<file path="config.mk">
export PLATFORM = sky130hd
export DESIGN_NAME = apb_arbiter_flat
export DESIGN_NICKNAME = d
export VERILOG_FILES = /design/src/rtl/apb_arbiter_if.sv /design/src/rtl/apb_arbiter.sv /design/src/flat_wrapper.sv
export SDC_FILE = /design/constraint.sdc
export NUM_CORES = 1
export LEC_CHECK = 0
export BUFFER_PORTS_ARGS = -buffer_cell sky130_fd_sc_hd__buf_2
export CORE_AREA = 3 3 170 172
export CTS_BUF_LIST = sky130_fd_sc_hd__clkbuf_8 sky130_fd_sc_hd__clkbuf_16
export DETAILED_ROUTE_END_ITERATION = 6
export DIE_AREA = 0 0 173 175
export PLACE_DENSITY_LB_ADDON = 0.1
export SLEW_MARGIN = 40
export SYNTH_ARGS = -nofsm -noshare
export SYNTH_HDL_FRONTEND = slang
export SYNTH_SLANG_ARGS = --single-unit
</file>
<file path="constraint.sdc">
create_clock -name clk -period 2.5 [get_ports clk]
set_input_delay 0 -clock clk [delete_from_list [all_inputs] [get_ports clk]]
set_output_delay 0 -clock clk [all_outputs]
set_load 0.01 [all_outputs]
</file>
<file path="src/rtl/apb_arbiter_if.sv">
// APB4 bus bundle shared between the arbiter (master side) and the decoder/slaves.
interface ApbIO #(
   parameter int unsigned ADDR_WIDTH = 32,
   parameter int unsigned DATA_WIDTH = 32
);
   logic [ADDR_WIDTH-1:0]   paddr;
   logic [2:0]              pprot;
   logic                    psel;
   logic                    penable;
   logic                    pwrite;
   logic [DATA_WIDTH-1:0]   pwdata;
   logic [DATA_WIDTH/8-1:0] pstrb;
   logic                    pready;
   logic [DATA_WIDTH-1:0]   prdata;
   logic                    pslverr;

   modport master (
      output paddr, pprot, psel, penable, pwrite, pwdata, pstrb,
      input  pready, prdata, pslverr
   );

   modport slave (
      input  paddr, pprot, psel, penable, pwrite, pwdata, pstrb,
      output pready, prdata, pslverr
   );
endinterface

</file>
<file path="src/rtl/apb_arbiter.sv">
// Round-robin arbiter sharing one APB4 master port among N_REQ requesters.
// Define APB_ARB_TIMEOUT_EN to abandon ACCESS phases that exceed TIMEOUT cycles.
`ifndef PADDR_SIZE
`define PADDR_SIZE 32
`endif
`ifndef XLEN
`define XLEN 32
`endif

module apb_arbiter #(
   parameter int unsigned N_REQ      = 4,
   parameter int unsigned ADDR_WIDTH = `PADDR_SIZE,
   parameter int unsigned DATA_WIDTH = `XLEN,
   parameter int unsigned TIMEOUT    = 256
) (
   input  logic                          clk,
   input  logic                          rst,
   input  logic [N_REQ-1:0]              req_valid,
   output logic [N_REQ-1:0]              req_ready,
   input  logic [N_REQ*ADDR_WIDTH-1:0]   req_addr,
   input  logic [N_REQ*3-1:0]            req_prot,
   input  logic [N_REQ-1:0]              req_write,
   input  logic [N_REQ*DATA_WIDTH-1:0]   req_wdata,
   input  logic [N_REQ*DATA_WIDTH/8-1:0] req_strb,
   output logic [N_REQ-1:0]              resp_valid,
   output logic [DATA_WIDTH-1:0]         resp_rdata,
   output logic                          resp_err,
   ApbIO.master                          apb
);
   localparam int unsigned PTR_W  = $clog2(N_REQ);
   localparam int unsigned STRB_W = DATA_WIDTH / 8;

   localparam logic [1:0] IDLE   = 2'd0;
   localparam logic [1:0] SETUP  = 2'd1;
   localparam logic [1:0] ACCESS = 2'd2;

   if (N_REQ < 2 || TIMEOUT < 1) begin : g_param_check
      $error("apb_arbiter: N_REQ must be >= 2 and TIMEOUT >= 1");
   end

   logic [1:0]            state;
   logic [PTR_W-1:0]      rr_ptr;
   logic [PTR_W-1:0]      grant_id;
   logic [PTR_W-1:0]      winner;
   logic [PTR_W:0]        scan;
   logic                  any_valid;

   logic [ADDR_WIDTH-1:0] sel_addr;
   logic [2:0]            sel_prot;
   logic                  sel_write;
   logic [DATA_WIDTH-1:0] sel_wdata;
   logic [STRB_W-1:0]     sel_strb;

   logic                  xfer_done;
   logic                  xfer_err;
   logic [DATA_WIDTH-1:0] xfer_rdata;

   // Scan starting at rr_ptr; scan is one bit wider so the wrap subtraction cannot overflow.
   always_comb begin
      winner    = rr_ptr;
      any_valid = 1'b0;
      scan      = '0;
      for (int unsigned k = 0; k < N_REQ; k++) begin
         scan = {1'b0, rr_ptr} + (PTR_W+1)'(k);
         if (scan >= (PTR_W+1)'(N_REQ)) scan = scan - (PTR_W+1)'(N_REQ);
         if (!any_valid && req_valid[scan[PTR_W-1:0]]) begin
            any_valid = 1'b1;
            winner    = scan[PTR_W-1:0];
         end
      end
   end

   always_comb begin
      req_ready = '0;
      if (rst && state == IDLE && any_valid) req_ready[winner] = 1'b1;
   end

   always_comb begin
      sel_addr  = '0;
      sel_prot  = '0;
      sel_write = 1'b0;
      sel_wdata = '0;
      sel_strb  = '0;
      for (int unsigned i = 0; i < N_REQ; i++) begin
         if (PTR_W'(i) == winner) begin
            sel_addr  = req_addr[i*ADDR_WIDTH +: ADDR_WIDTH];
            sel_prot  = req_prot[i*3 +: 3];
            sel_write = req_write[i];
            sel_wdata = req_wdata[i*DATA_WIDTH +: DATA_WIDTH];
            sel_strb  = req_strb[i*STRB_W +: STRB_W];
         end
      end
   end

`ifdef APB_ARB_TIMEOUT_EN
   logic [15:0] tmo_cnt;
   logic        tmo_hit;

   assign tmo_hit = (tmo_cnt == 16'(TIMEOUT - 1));
`endif

   always_comb begin
      xfer_done  = apb.pready;
      xfer_err   = apb.pslverr;
      xfer_rdata = apb.pwrite ? '0 : apb.prdata;
`ifdef APB_ARB_TIMEOUT_EN
      // The cycle that would be the TIMEOUT-th stalled one ends the transfer with an error.
      if (!apb.pready && tmo_hit) begin
         xfer_done  = 1'b1;
         xfer_err   = 1'b1;
         xfer_rdata = '0;
      end
`endif
   end

   always_ff @(posedge clk) begin
      if (!rst) begin
         state       <= IDLE;
         rr_ptr      <= '0;
         grant_id    <= '0;
         apb.psel    <= 1'b0;
         apb.penable <= 1'b0;
         apb.pwrite  <= 1'b0;
         apb.paddr   <= '0;
         apb.pprot   <= '0;
         apb.pwdata  <= '0;
         apb.pstrb   <= '0;
         resp_valid  <= '0;
         resp_rdata  <= '0;
         resp_err    <= 1'b0;
`ifdef APB_ARB_TIMEOUT_EN
         tmo_cnt     <= '0;
`endif
      end else begin
         resp_valid <= '0;
         case (state)
            IDLE: begin
               if (any_valid) begin
                  grant_id    <= winner;
                  rr_ptr      <= (winner == PTR_W'(N_REQ - 1)) ? '0 : winner + 1'b1;
                  apb.paddr   <= sel_addr;
                  apb.pprot   <= sel_prot;
                  apb.pwrite  <= sel_write;
                  apb.pwdata  <= sel_wdata;
                  apb.pstrb   <= sel_write ? sel_strb : '0;
                  apb.psel    <= 1'b1;
                  apb.penable <= 1'b0;
                  state       <= SETUP;
               end
            end
            SETUP: begin
               apb.penable <= 1'b1;
               state       <= ACCESS;
`ifdef APB_ARB_TIMEOUT_EN
               tmo_cnt     <= '0;
`endif
            end
            ACCESS: begin
               if (xfer_done) begin
                  resp_valid[grant_id] <= 1'b1;
                  resp_rdata           <= xfer_rdata;
                  resp_err             <= xfer_err;
                  apb.psel             <= 1'b0;
                  apb.penable          <= 1'b0;
                  state                <= IDLE;
               end
`ifdef APB_ARB_TIMEOUT_EN
               else begin
                  tmo_cnt <= tmo_cnt + 16'd1;
               end
`endif
            end
            default: begin
               apb.psel    <= 1'b0;
               apb.penable <= 1'b0;
               state       <= IDLE;
            end
         endcase
      end
   end
endmodule

</file>
<file path="src/flat_wrapper.sv">
// flat-port wrapper written by rule: the top's interface ports become plain ports
module apb_arbiter_flat 
#(
   parameter int unsigned N_REQ      = 4,
   parameter int unsigned ADDR_WIDTH = `PADDR_SIZE,
   parameter int unsigned DATA_WIDTH = `XLEN,
   parameter int unsigned TIMEOUT    = 256
)
  (clk, rst, req_valid, req_ready, req_addr, req_prot, req_write, req_wdata, req_strb, resp_valid, resp_rdata, resp_err, apb_paddr, apb_pprot, apb_psel, apb_penable, apb_pwrite, apb_pwdata, apb_pstrb, apb_pready, apb_prdata, apb_pslverr);
  ApbIO #(.ADDR_WIDTH(ADDR_WIDTH), .DATA_WIDTH(DATA_WIDTH)) apb_i ();
  input  logic clk;
  input  logic rst;
  input  logic [N_REQ-1:0] req_valid;
  output logic [N_REQ-1:0] req_ready;
  input  logic [N_REQ*ADDR_WIDTH-1:0] req_addr;
  input  logic [N_REQ*3-1:0] req_prot;
  input  logic [N_REQ-1:0] req_write;
  input  logic [N_REQ*DATA_WIDTH-1:0] req_wdata;
  input  logic [N_REQ*DATA_WIDTH/8-1:0] req_strb;
  output logic [N_REQ-1:0] resp_valid;
  output logic [DATA_WIDTH-1:0] resp_rdata;
  output logic resp_err;
  output wire logic [$bits(apb_i.paddr)-1:0] apb_paddr;
  output wire logic [$bits(apb_i.pprot)-1:0] apb_pprot;
  output wire logic [$bits(apb_i.psel)-1:0] apb_psel;
  output wire logic [$bits(apb_i.penable)-1:0] apb_penable;
  output wire logic [$bits(apb_i.pwrite)-1:0] apb_pwrite;
  output wire logic [$bits(apb_i.pwdata)-1:0] apb_pwdata;
  output wire logic [$bits(apb_i.pstrb)-1:0] apb_pstrb;
  input wire logic [$bits(apb_i.pready)-1:0] apb_pready;
  input wire logic [$bits(apb_i.prdata)-1:0] apb_prdata;
  input wire logic [$bits(apb_i.pslverr)-1:0] apb_pslverr;
  assign apb_paddr = apb_i.paddr;
  assign apb_pprot = apb_i.pprot;
  assign apb_psel = apb_i.psel;
  assign apb_penable = apb_i.penable;
  assign apb_pwrite = apb_i.pwrite;
  assign apb_pwdata = apb_i.pwdata;
  assign apb_pstrb = apb_i.pstrb;
  assign apb_i.pready = apb_pready;
  assign apb_i.prdata = apb_prdata;
  assign apb_i.pslverr = apb_pslverr;
  apb_arbiter #(.N_REQ(N_REQ), .ADDR_WIDTH(ADDR_WIDTH), .DATA_WIDTH(DATA_WIDTH), .TIMEOUT(TIMEOUT)) u_core (.clk(clk), .rst(rst), .req_valid(req_valid), .req_ready(req_ready), .req_addr(req_addr), .req_prot(req_prot), .req_write(req_write), .req_wdata(req_wdata), .req_strb(req_strb), .resp_valid(resp_valid), .resp_rdata(resp_rdata), .resp_err(resp_err), .apb(apb_i));
endmodule
</file>
==> impl_metrics.json <==
{
  "antenna_found_initial": 3,
  "syn_inst": 718,
  "swShare": 0.358,
  "detailedPlace.worstSlack_ns": 0.121,
  "synth_area_um2": 6500,
  "hold-path-cell-count": 4,
  "powerDensity_nw_per_um2": 739,
  "port_buffers": 442,
  "clockBufferDepth": 2,
  "crit_path_end_kind": "flip-flop",
  "drv_slew": 0,
  "root_buffer": "clkbuf_16",
  "hold_violations": 0,
  "grt_pass1_wl_um": 45200,
  "core-area_um2": 27600,
  "yosysWarningCount": 0,
  "p_int_mw": 5.38,
  "route.detailed.drc": 0,
  "post-route-util": 0.410,
  "crit_path_max_incr_delay_ns": 0.35,
  "wl_per_cell_um": 17.5,
  "clkSlewWorstSetupHoldPaths_ns": 0.06,
  "tns_ns": 0,
  "switchingPower_mw": 3.00,
  "place_congestion": 0.810,
  "status": "complete, no violations",
  "worst_pin_slew_ns": 0.496,
  "irDropWorstVdd_mv": 0.464,
  "clkPwrFrac": 0.320,
  "finClkSkew_ns": 0.0150,
  "synth_nets": 1050,
  "placed_area_um2": 9060,
  "finalCritPeriodShare": 0.904,
  "die_w_um": 173,
  "hold_class": "in -> reg",
  "rr_worst_depth": 10,
  "timing.rr.end": "u_core.apb.pwrite",
  "power_frac_comb": 0.407,
  "areaGrowthSynthToFinish_pct": 74.4,
  "insertion_delay_ns": 0.41,
  "ys_ff_latch": 116,
  "maxCapViolCount": 0,
  "worstHoldStart": "req_addr[75]",
  "finalSetupViolCount": 0,
  "cp-startpoint": "u_core.rr_ptr[1]",
  "synth_area_per_cell_um2": 9.05,
  "rsz0062_at_grt": "false",
  "fmaxAchievable_mhz": 442,
  "final_common_cell": "buf_2",
  "cp_slowest_cell": "dfxtp_1",
  "path_cells": "nor3_1 -> a31oi_1 -> a21oi_2 -> inv_1 -> ha_4 -> inv_2 -> buf_12 -> o22ai_1 -> or3_1 -> a21oi_1",
  "ant_nets": 0,
  "fp.dieArea_um2": 30300,
  "r2r_setup_slack_ns": 0.24,
  "num_io_pins": 443,
  "final_cell_mix": "buf_2, dlygate4sd3_1, a21oi_2",
  "crit_family": "compound AO/OA/AOI/OAI gates",
  "grt_max_degree": 70,
  "r2r_start": "u_core.rr_ptr[1]",
  "nets": 1615,
  "drive_gt1_frac": 0.483,
  "ys_seq_area_frac": 0.357,
  "vias": 7801,
  "p_leak_nw": 5.07,
  "grt_usage": 0.186,
  "htree_num_levels": 4,
  "rows": 61,
  "ys_types": 38,
  "setup_slack_ns": 0.240,
  "path_max_fanout": 41,
  "grt_pass1_vias": 8083,
  "min_period_ns": 2.26,
  "die_y_um": 175,
  "timing.critical_path.required_ns": 2.83,
  "cts_tree": "built",
  "holdPathEnd": "u_core.apb.paddr[11]",
  "power_frac_seq": 0.273,
  "wirelength_um": 29400,
  "whs_ns": 0.0178,
  "start_util": 0.235,
  "arrival_ns": 2.59,
  "drtPass1Iterations": 4,
  "cp-start-kind": "flip-flop",
  "critPathKind": "reg -> reg",
  "viasPerCell": 4.65,
  "dp_hpwl_um": 20900,
  "clock_sinks": 116,
  "dr.first_iter.drc_count": 249,
  "maxSlewHeadroom": 0.668,
  "gr-total-overflow": 0,
  "stdcell_area_um2": 11300,
  "crit_buf_inv": 3,
  "numCtsBuffers": 17
}
==> worst register-to-register path, delay by kind of cell, from the launching register on <==
kind / cells / cell delay [ns]
simple gates: 2 / 0.52
compound gates: 4 / 0.65
flops: 1 / 0.35
fa+ha+maj: 1 / 0.22
buf+inv: 3 / 0.44
==> flip-flops by register name (all words and copies together), names as in the netlist, 2 cells and up <==
signal and cells:
u_core.apb.pprot 3, u_core.resp_valid 4, u_core.apb.pstrb 4, u_core.rr_ptr 2
u_core.grant_id 2, u_core.resp_rdata 32, u_core.apb.pwdata 32, u_core.apb.paddr 32
==> per-layer routing <==
metal | vias to the layer above | global-route usage | part of all wire
met5 | - | 0 | 0
met4 | 0 | 0.0601 | 0.023
met3 | 42 | 0.0439 | 0.054
met2 | 272 | 0.330 | 0.51
met1 | 3647 | 0.222 | 0.42
li1 | 3840 | - | -
==> cell type report <==
type,instances,area [µm²]
clock buffer,18,439
tap,378,473
antenna,3,7.51
sequential,116,2320
clock inverter,14,200
fill,2864,16300
multi-input combinational,513,3740
timing repair buffer,624,4110
inverter,11,41.3
==> worst max-delay path by stage <==
stage	endpoint	slack [ns]	depth (start not counted)
global placement	u_core.apb.pwrite	0.14	10
floorplan	u_core.apb.pprot[2]	0.35	11
detailed placement	u_core.apb.pwrite	0.12	10
finish	u_core.apb.pwrite	0.24	10
global route	u_core.apb.paddr[8]	0.04	10
CTS	u_core.apb.pwrite	0.1	10
==> what timing repair did <==
action / 4_1_cts / 5_1_grt
hold endpoints to repair: 103 / 0
setup endpoints to repair: 0 / 12
gates resized for setup: 0 / 1
buffers inserted: 0 / 1
hold buffers: 161 / 0
==> synth_stat cells <==
cell	number	area share
a22oi_1	5	0.0058
a31oi_1	1	0.00096
and3_1	3	0.0029
nor3_2	2	0.0031
a211o_1	2	0.0027
nor4_2	1	0.0019
o22ai_1	6	0.0058
nor4_4	1	0.0033
a22o_1	32	0.043
nor3_1	2	0.0015
buf_1	5	0.0029
and2_1	1	0.00096
dfxtp_1	116	0.36
o21ba_1	1	0.0015
nand3_1	69	0.053
o211ai_1	1	0.0012
buf_2	34	0.026
nor2b_1	4	0.0039
a21oi_2	120	0.16
inv_1	10	0.0058
a32o_1	4	0.0062
o21ai_1	10	0.0077
clkbuf_1	32	0.018
nand2b_1	67	0.065
o22a_1	1	0.0013
ha_1	4	0.0077
buf_12	7	0.022
o21a_1	1	0.0012
or3_4	1	0.0017
or3_1	1	0.00096
a21oi_1	26	0.020
a221o_1	66	0.10
nor2_1	10	0.0058
nand2_1	6	0.0035
inv_2	1	0.00058
nor4_1	2	0.0019
mux2i_1	1	0.0015
o21ai_0	62	0.048
==> stage by stage <==
step / power (mW) / std cells
2_1_floorplan: 4.40 / 718
3_3_place_gp: 5.57 / 1480
3_5_place_dp: 5.55 / 1480
4_1_cts: 8.50 / 1673
5_1_grt: 8.94 / 1677
6_report: 8.37 / 1677
==> power groups by stage <==
stage,combinational [mW],clock [mW],sequential [mW]
2_1_floorplan,1.97,0,2.43
3_3_place_gp,3.26,0,2.31
3_5_place_dp,3.24,0,2.32
4_1_cts,3.45,2.77,2.28
5_1_grt,3.75,2.87,2.32
6_report,3.41,2.68,2.28
==> kinds of logic after synthesis <==
group                    synth area share
adder cells (fa/ha/maj)           0.00770
AO/OA/AOI/OAI                       0.409
flip-flops                          0.357
buffers and inverters              0.0755
AND/OR/NAND/NOR                     0.149
multiplexers                      0.00154
No activity file was read; power rests on OpenSTA's default activity.
